$ cat src/rtl/serial_link_obi_arbiter.sv
// Round-robin OBI arbiter sharing the serial-link OBI slave port between NumReq masters.
// Holds the address phase through link stalls and routes in-order responses via an ID FIFO.
module serial_link_obi_arbiter #(
    parameter int unsigned NumReq         = 2,
    parameter int unsigned AddrWidth      = 32,
    parameter int unsigned DataWidth      = 32,
    parameter int unsigned MaxOutstanding = 4
) (
    input  logic                                clk_i,
    input  logic                                rst_ni,
    input  logic [NumReq-1:0]                   m_req_i,
    input  logic [NumReq-1:0][AddrWidth-1:0]    m_addr_i,
    input  logic [NumReq-1:0]                   m_we_i,
    input  logic [NumReq-1:0][DataWidth/8-1:0]  m_be_i,
    input  logic [NumReq-1:0][DataWidth-1:0]    m_wdata_i,
    output logic [NumReq-1:0]                   m_gnt_o,
    output logic [NumReq-1:0]                   m_rvalid_o,
    output logic [NumReq-1:0][DataWidth-1:0]    m_rdata_o,
    output logic                                sl_req_o,
    output logic [AddrWidth-1:0]                sl_addr_o,
    output logic                                sl_we_o,
    output logic [DataWidth/8-1:0]              sl_be_o,
    output logic [DataWidth-1:0]                sl_wdata_o,
    input  logic                                sl_gnt_i,
    input  logic                                sl_rvalid_i,
    input  logic [DataWidth-1:0]                sl_rdata_i,
    output logic [$clog2(MaxOutstanding+1)-1:0] outstanding_o,
    output logic                                err_o
);

    localparam int unsigned IdW  = $clog2(NumReq);
    localparam int unsigned CntW = $clog2(MaxOutstanding + 1);
    localparam int unsigned PtrW = (MaxOutstanding > 1) ? $clog2(MaxOutstanding) : 1;

    logic [IdW-1:0]  rr_ptr_q, rr_ptr_d;
    logic            lock_q, lock_d;
    logic [IdW-1:0]  lock_id_q, lock_id_d;
    logic [CntW-1:0] cnt_q, cnt_d;
    logic            err_q, err_d;
    logic [PtrW-1:0] wr_ptr_q, wr_ptr_d, rd_ptr_q, rd_ptr_d;
    logic [IdW-1:0]  id_mem_q [MaxOutstanding];

    logic [IdW-1:0]  winner;
    logic [IdW-1:0]  head_id;
    logic            win_valid, not_full, handshake, resp_ok, spurious, drop_violation;

    function automatic logic [PtrW-1:0] ptr_inc(input logic [PtrW-1:0] p);
        return (p == PtrW'(MaxOutstanding - 1)) ? '0 : p + PtrW'(1);
    endfunction

    // While locked the stalled master keeps the port, whether or not it still requests.
    always_comb begin
        // NOTE: every combinational output gets a default first so no latch is inferred.
        int tmp;
        tmp       = 0;
        winner    = '0;
        win_valid = 1'b0;
        if (lock_q) begin
            winner    = lock_id_q;
            win_valid = m_req_i[lock_id_q];
        end else begin
            for (int i = 0; i < int'(NumReq); i++) begin
                tmp = int'(rr_ptr_q) + i;
                if (tmp >= int'(NumReq)) tmp = tmp - int'(NumReq);
                if (!win_valid && m_req_i[IdW'(tmp)]) begin
                    win_valid = 1'b1;
                    winner    = IdW'(tmp);
                end
            end
        end
    end

    assign not_full       = (cnt_q < CntW'(MaxOutstanding));
    assign sl_req_o       = win_valid && not_full;
    assign handshake      = sl_req_o && sl_gnt_i;
    assign resp_ok        = sl_rvalid_i && (cnt_q != '0);
    assign spurious       = sl_rvalid_i && (cnt_q == '0);
    assign drop_violation = lock_q && !m_req_i[lock_id_q];
    assign head_id        = id_mem_q[rd_ptr_q];

    assign sl_addr_o  = win_valid ? m_addr_i[winner]  : '0;
    assign sl_we_o    = win_valid ? m_we_i[winner]    : 1'b0;
    assign sl_be_o    = win_valid ? m_be_i[winner]    : '0;
    assign sl_wdata_o = win_valid ? m_wdata_i[winner] : '0;

    always_comb begin
        m_gnt_o    = '0;
        m_rvalid_o = '0;
        m_rdata_o  = '0;
        if (handshake) m_gnt_o[winner] = 1'b1;
        if (resp_ok) begin
            m_rvalid_o[head_id] = 1'b1;
            m_rdata_o[head_id]  = sl_rdata_i;
        end
    end

    always_comb begin
        rr_ptr_d  = rr_ptr_q;
        lock_d    = lock_q;
        lock_id_d = lock_id_q;
        cnt_d     = cnt_q;
        wr_ptr_d  = wr_ptr_q;
        rd_ptr_d  = rd_ptr_q;
        err_d     = err_q | drop_violation | spurious;

        if (handshake) begin
            rr_ptr_d = (winner == IdW'(NumReq - 1)) ? '0 : winner + IdW'(1);
            wr_ptr_d = ptr_inc(wr_ptr_q);
        end
        if (resp_ok) rd_ptr_d = ptr_inc(rd_ptr_q);

        if (handshake && !resp_ok)      cnt_d = cnt_q + CntW'(1);
        else if (!handshake && resp_ok) cnt_d = cnt_q - CntW'(1);

        if (handshake || drop_violation) begin
            lock_d = 1'b0;
        end else if (sl_req_o && !sl_gnt_i) begin
            lock_d    = 1'b1;
            lock_id_d = winner;
        end
    end

    always_ff @(posedge clk_i) begin
        // NOTE: sequential state uses non-blocking assignments; reset is sampled on the clock edge.
        if (!rst_ni) begin
            rr_ptr_q  <= '0;
            lock_q    <= 1'b0;
            lock_id_q <= '0;
            cnt_q     <= '0;
            err_q     <= 1'b0;
            wr_ptr_q  <= '0;
            rd_ptr_q  <= '0;
        end else begin
            rr_ptr_q  <= rr_ptr_d;
            lock_q    <= lock_d;
            lock_id_q <= lock_id_d;
            cnt_q     <= cnt_d;
            err_q     <= err_d;
            wr_ptr_q  <= wr_ptr_d;
            rd_ptr_q  <= rd_ptr_d;
        end
    end

    // NOTE: FIFO storage is not reset; the pointers and counter alone define which entries are valid.
    always_ff @(posedge clk_i) begin
        if (handshake) id_mem_q[wr_ptr_q] <= winner;
    end

    assign outstanding_o = cnt_q;
    assign err_o         = err_q;

endmodule

$ cat config.mk
export PLATFORM = sky130hd
export DESIGN_NAME = serial_link_obi_arbiter
export DESIGN_NICKNAME = d
export VERILOG_FILES = /design/src/rtl/serial_link_obi_arbiter.sv
export SDC_FILE = /design/constraint.sdc
export NUM_CORES = 1
export LEC_CHECK = 0
export CAP_MARGIN = 20
export CELL_PAD_IN_SITES_DETAIL_PLACEMENT = 0
export CELL_PAD_IN_SITES_GLOBAL_PLACEMENT = 2
export CORE_AREA = 10 10 161 163
export CTS_CLUSTER_SIZE = 14
export DETAILED_ROUTE_END_ITERATION = 8
export DIE_AREA = 0 0 171 173
export PLACE_DENSITY_LB_ADDON = 0.1
export SLEW_MARGIN = 20
export SYNTH_ARGS = -nofsm -noshare
export SYNTH_HDL_FRONTEND = slang
export SYNTH_SLANG_ARGS = --single-unit
$ cat constraint.sdc
create_clock -name clk_i -period 2.2 [get_ports clk_i]
set_input_delay 0.44 -clock clk_i [delete_from_list [all_inputs] [get_ports clk_i]]
set_output_delay 0.44 -clock clk_i [all_outputs]
set_load 0.05 [all_outputs]
==> metrics, run 1 <==
Inserted Clock Buffers=3; FMAX=421.2 MHz; Slew Limit Headroom=0.7819; max-slew violations=0; Max H-tree Level=1; synthesized area=0.002238 mm^2; nets=804; Synth area leader=o221a_2; reg2reg setup slack=100 ps; # hold bufs at CTS=0; flops & latches, synth=17; I/O pins=318; Syn Nets=438; global-route wire length before repair=32.14 mm; Synth top area share=0.2968; Max Clock Skew=6.364 ps; RSZ-0062 raised after global routing=yes; Cell Pwr Density=661.9 mW/mm^2; root buf cell=clkbuf_16; post-route ant nets=0; category of the most critical setup path=reg -> out; vias per std cell=4.268; first drt pass iteration count=4; Int Power=0.003355 W; synth unique cells=34; maximum VDD drop=0.0002463 V; part of the power in combinational logic=0.870; Initial Util=0.09917; Area growth syn-to-layout=315.3%; CP Capture Type=output pin; HPWL Detailed=15.65 mm; die area=0.02958 mm^2; GP Congestion=0.7117; WHS=485.7 ps; initial antenna violation count=3; synth warn=0; Mapped Cells=255; Die X=171 um; final wirelength=22.44 mm; dominant cells by area after synthesis=o221a_2 30%, and3_1 18%, dfxtp_1 12%, edfxtp_1 5.4%, o221a_1 5.0%; status=finished, violations left; Period minus WS final=2374 ps; Die Ht=173 um; NetSw=0.002798 W; drt wl/cell=24.74 um; via count=3871; number of max-cap violations=0; sequential area share after synthesis=0.1699; violated checks=setup timing; initial DRC count=122; CTS tree=done; gr ovfl total=0; Crit path required time=1760 ps; DR DRC count=0; crit start category=flip-flop; Max clock buf depth=2; Flop pwr share=0.070; measured slew at the worst slew-check pin=327.2 ps; critical path data arrival time=1930 ps; Reg clk slew, reported paths=60 ps; IO Port Bufs=317; largest net degree at the start of global routing=34; Net Sw Frac=0.4547; HP Class=reg -> reg; critical path fanouts, max=10; fin crit share=1.079; Leakage Power=3.696 nW; clock sinks=17; Core ar.=0.02257 mm^2; share of cells above drive strength 1=0.5597; clock share of power=0.059; Final Hold Fails=0; pre-CTS setup slack=-438.7 ps; Clk Latency, worst-skew pair=250 ps; final worst slack=-174.3 ps; Row Count=55; Synth Area per Inst=8.778 um^2; GRT Util Overall=0.1439; final setup vio count=70; vias in the first global route=4451
[area by class of cell]
type / count / area (um^2)
fill: 2124 / 13280
multi-input combinational: 195 / 2476
antenna: 2 / 5.005
sequential: 17 / 394.1
tap: 285 / 356.6
clock inverter: 1 / 5.005
inverter: 6 / 22.52
clock buffer: 3 / 75.07
timing repair buffer: 398 / 5962
[cells by family (layout without fill, tap and decap cells)]
| group | count (synthesis) | count (layout) | share of synthesized area |
|---|---|---|---|
| simple gates | 93 | 93 | 0.2459 |
| compound gates | 82 | 82 | 0.3874 |
| flops | 17 | 17 | 0.1699 |
| mux | 11 | 11 | 0.05254 |
| other cells | 0 | 2 | 0 |
| fa+ha+maj | 7 | 7 | 0.04248 |
| buf+inv | 43 | 408 | 0.09390 |
| xor+xnor | 2 | 2 | 0.007827 |
[path summary, 6_finish.rpt]
check	start	end	cells past startpoint
min	rd_ptr_q[1]	rd_ptr_q[1]	2
max	lock_q	sl_wdata_o[6]	9
max reg2reg	lock_q	outstanding_o[2]	10
min reg2reg	rd_ptr_q[1]	rd_ptr_q[1]	2
[cells in the final DEF (no fill, tap or decap), types with 4 or more instances in the layout]
| cell | Yosys | final |
|---|---|---|
| buf_4 | 2 | 27 |
| and2_1 | 5 | 4 |
| buf_16 | 0 | 24 |
| clkbuf_16 | 0 | 6 |
| ha_1 | 6 | 5 |
| buf_6 | 3 | 12 |
| edfxtp_1 | 4 | 4 |
| buf_12 | 0 | 156 |
| clkdlybuf4s50_1 | 0 | 171 |
| dfxtp_1 | 13 | 8 |
| mux2i_1 | 8 | 5 |
| inv_1 | 5 | 4 |
| nand2_1 | 7 | 7 |
| and3_1 | 64 | 34 |
| a21oi_1 | 6 | 5 |
| nor2_1 | 5 | 5 |
| and3_4 | 0 | 30 |
| o221a_4 | 0 | 69 |
[synth_stat cells (all sizes together)]
cell type  instances
edfxtp             4
buf               20
and2               5
fa                 1
nand2              8
a221oi             1
ha                 6
xor2               2
o21ai              2
or3                3
or3b               1
a21bo              1
inv                5
nor3               2
a221o              1
o221a             69
and3              64
nand2b             2
nor2b              2
mux2i              8
clkbuf            17
nor2               5
clkinv             1
dfxtp             13
mux2               3
a21oi              6
nand3              1
o31a               1
a22oi              1
[worst max-delay path, cell delays in order (launching register included)]
cell	delay [ps]
dfxtp_4	340
buf_6	110
buf_6	110
buf_6	110
a22oi_2	220
buf_12	180
buf_12	120
buf_12	140
o221a_4	210
buf_12	130
[power groups by stage]
stage / combinational (W) / clock, W / sequential [W]
after floorplan: 0.00192 / 0 / 0.000527
after global routing: 0.00559 / 0.000394 / 0.000440
after global placement: 0.00425 / 0 / 0.000434
after detailed placement: 0.00425 / 0 / 0.000437
after CTS: 0.00546 / 0.000378 / 0.000428
final: 0.00536 / 0.000365 / 0.000432
[through the flow]
stage	setup TNS (ps)	util	power [W]	cell area (um^2)	instances
floorplan	0	-	0.002449	2255	255
global placement	-30930	0.3220	0.004688	7268	847
detailed placement	-31390	0.3220	0.004690	7268	847
CTS	-11540	0.4115	0.006266	9288	906
global route	-12890	0.4118	0.006427	9294	906
finish	-8516	0.4119	0.006154	9296	907
[layer usage]
| layer | track usage | vias to the layer above | part of all wire | wire (um) |
|---|---|---|---|---|
| li1 | - | 1794 | - | - |
| met1 | 0.1478 | 1872 | 0.36 | 8022 |
| met2 | 0.2725 | 201 | 0.54 | 12050 |
| met3 | 0.05693 | 4 | 0.10 | 2292 |
| met4 | 0.01559 | 0 | 0.0030 | 68 |
| met5 | 0 | - | 0 | 0 |
[repair_timing]
item	in CTS	in global routing
gates cloned	27	3
pin swaps	31	7
setup endpoints to repair	136	114
resized for setup	150	20
setup buffers	29	4
Power figures use the tool's default switching activity.
==> run 2: changes to the inputs <==
--- a/config.mk
+++ b/config.mk
@@ -13,7 +13,7 @@
 export DETAILED_ROUTE_END_ITERATION = 8
 export DIE_AREA = 0 0 171 173
 export PLACE_DENSITY_LB_ADDON = 0.1
-export SLEW_MARGIN = 20
+export SLEW_MARGIN = 15
 export SYNTH_ARGS = -nofsm -noshare
 export SYNTH_HDL_FRONTEND = slang
 export SYNTH_SLANG_ARGS = --single-unit
==> results of run 2 <==
Final layout, timing and power as in run 1 (identical DEF).
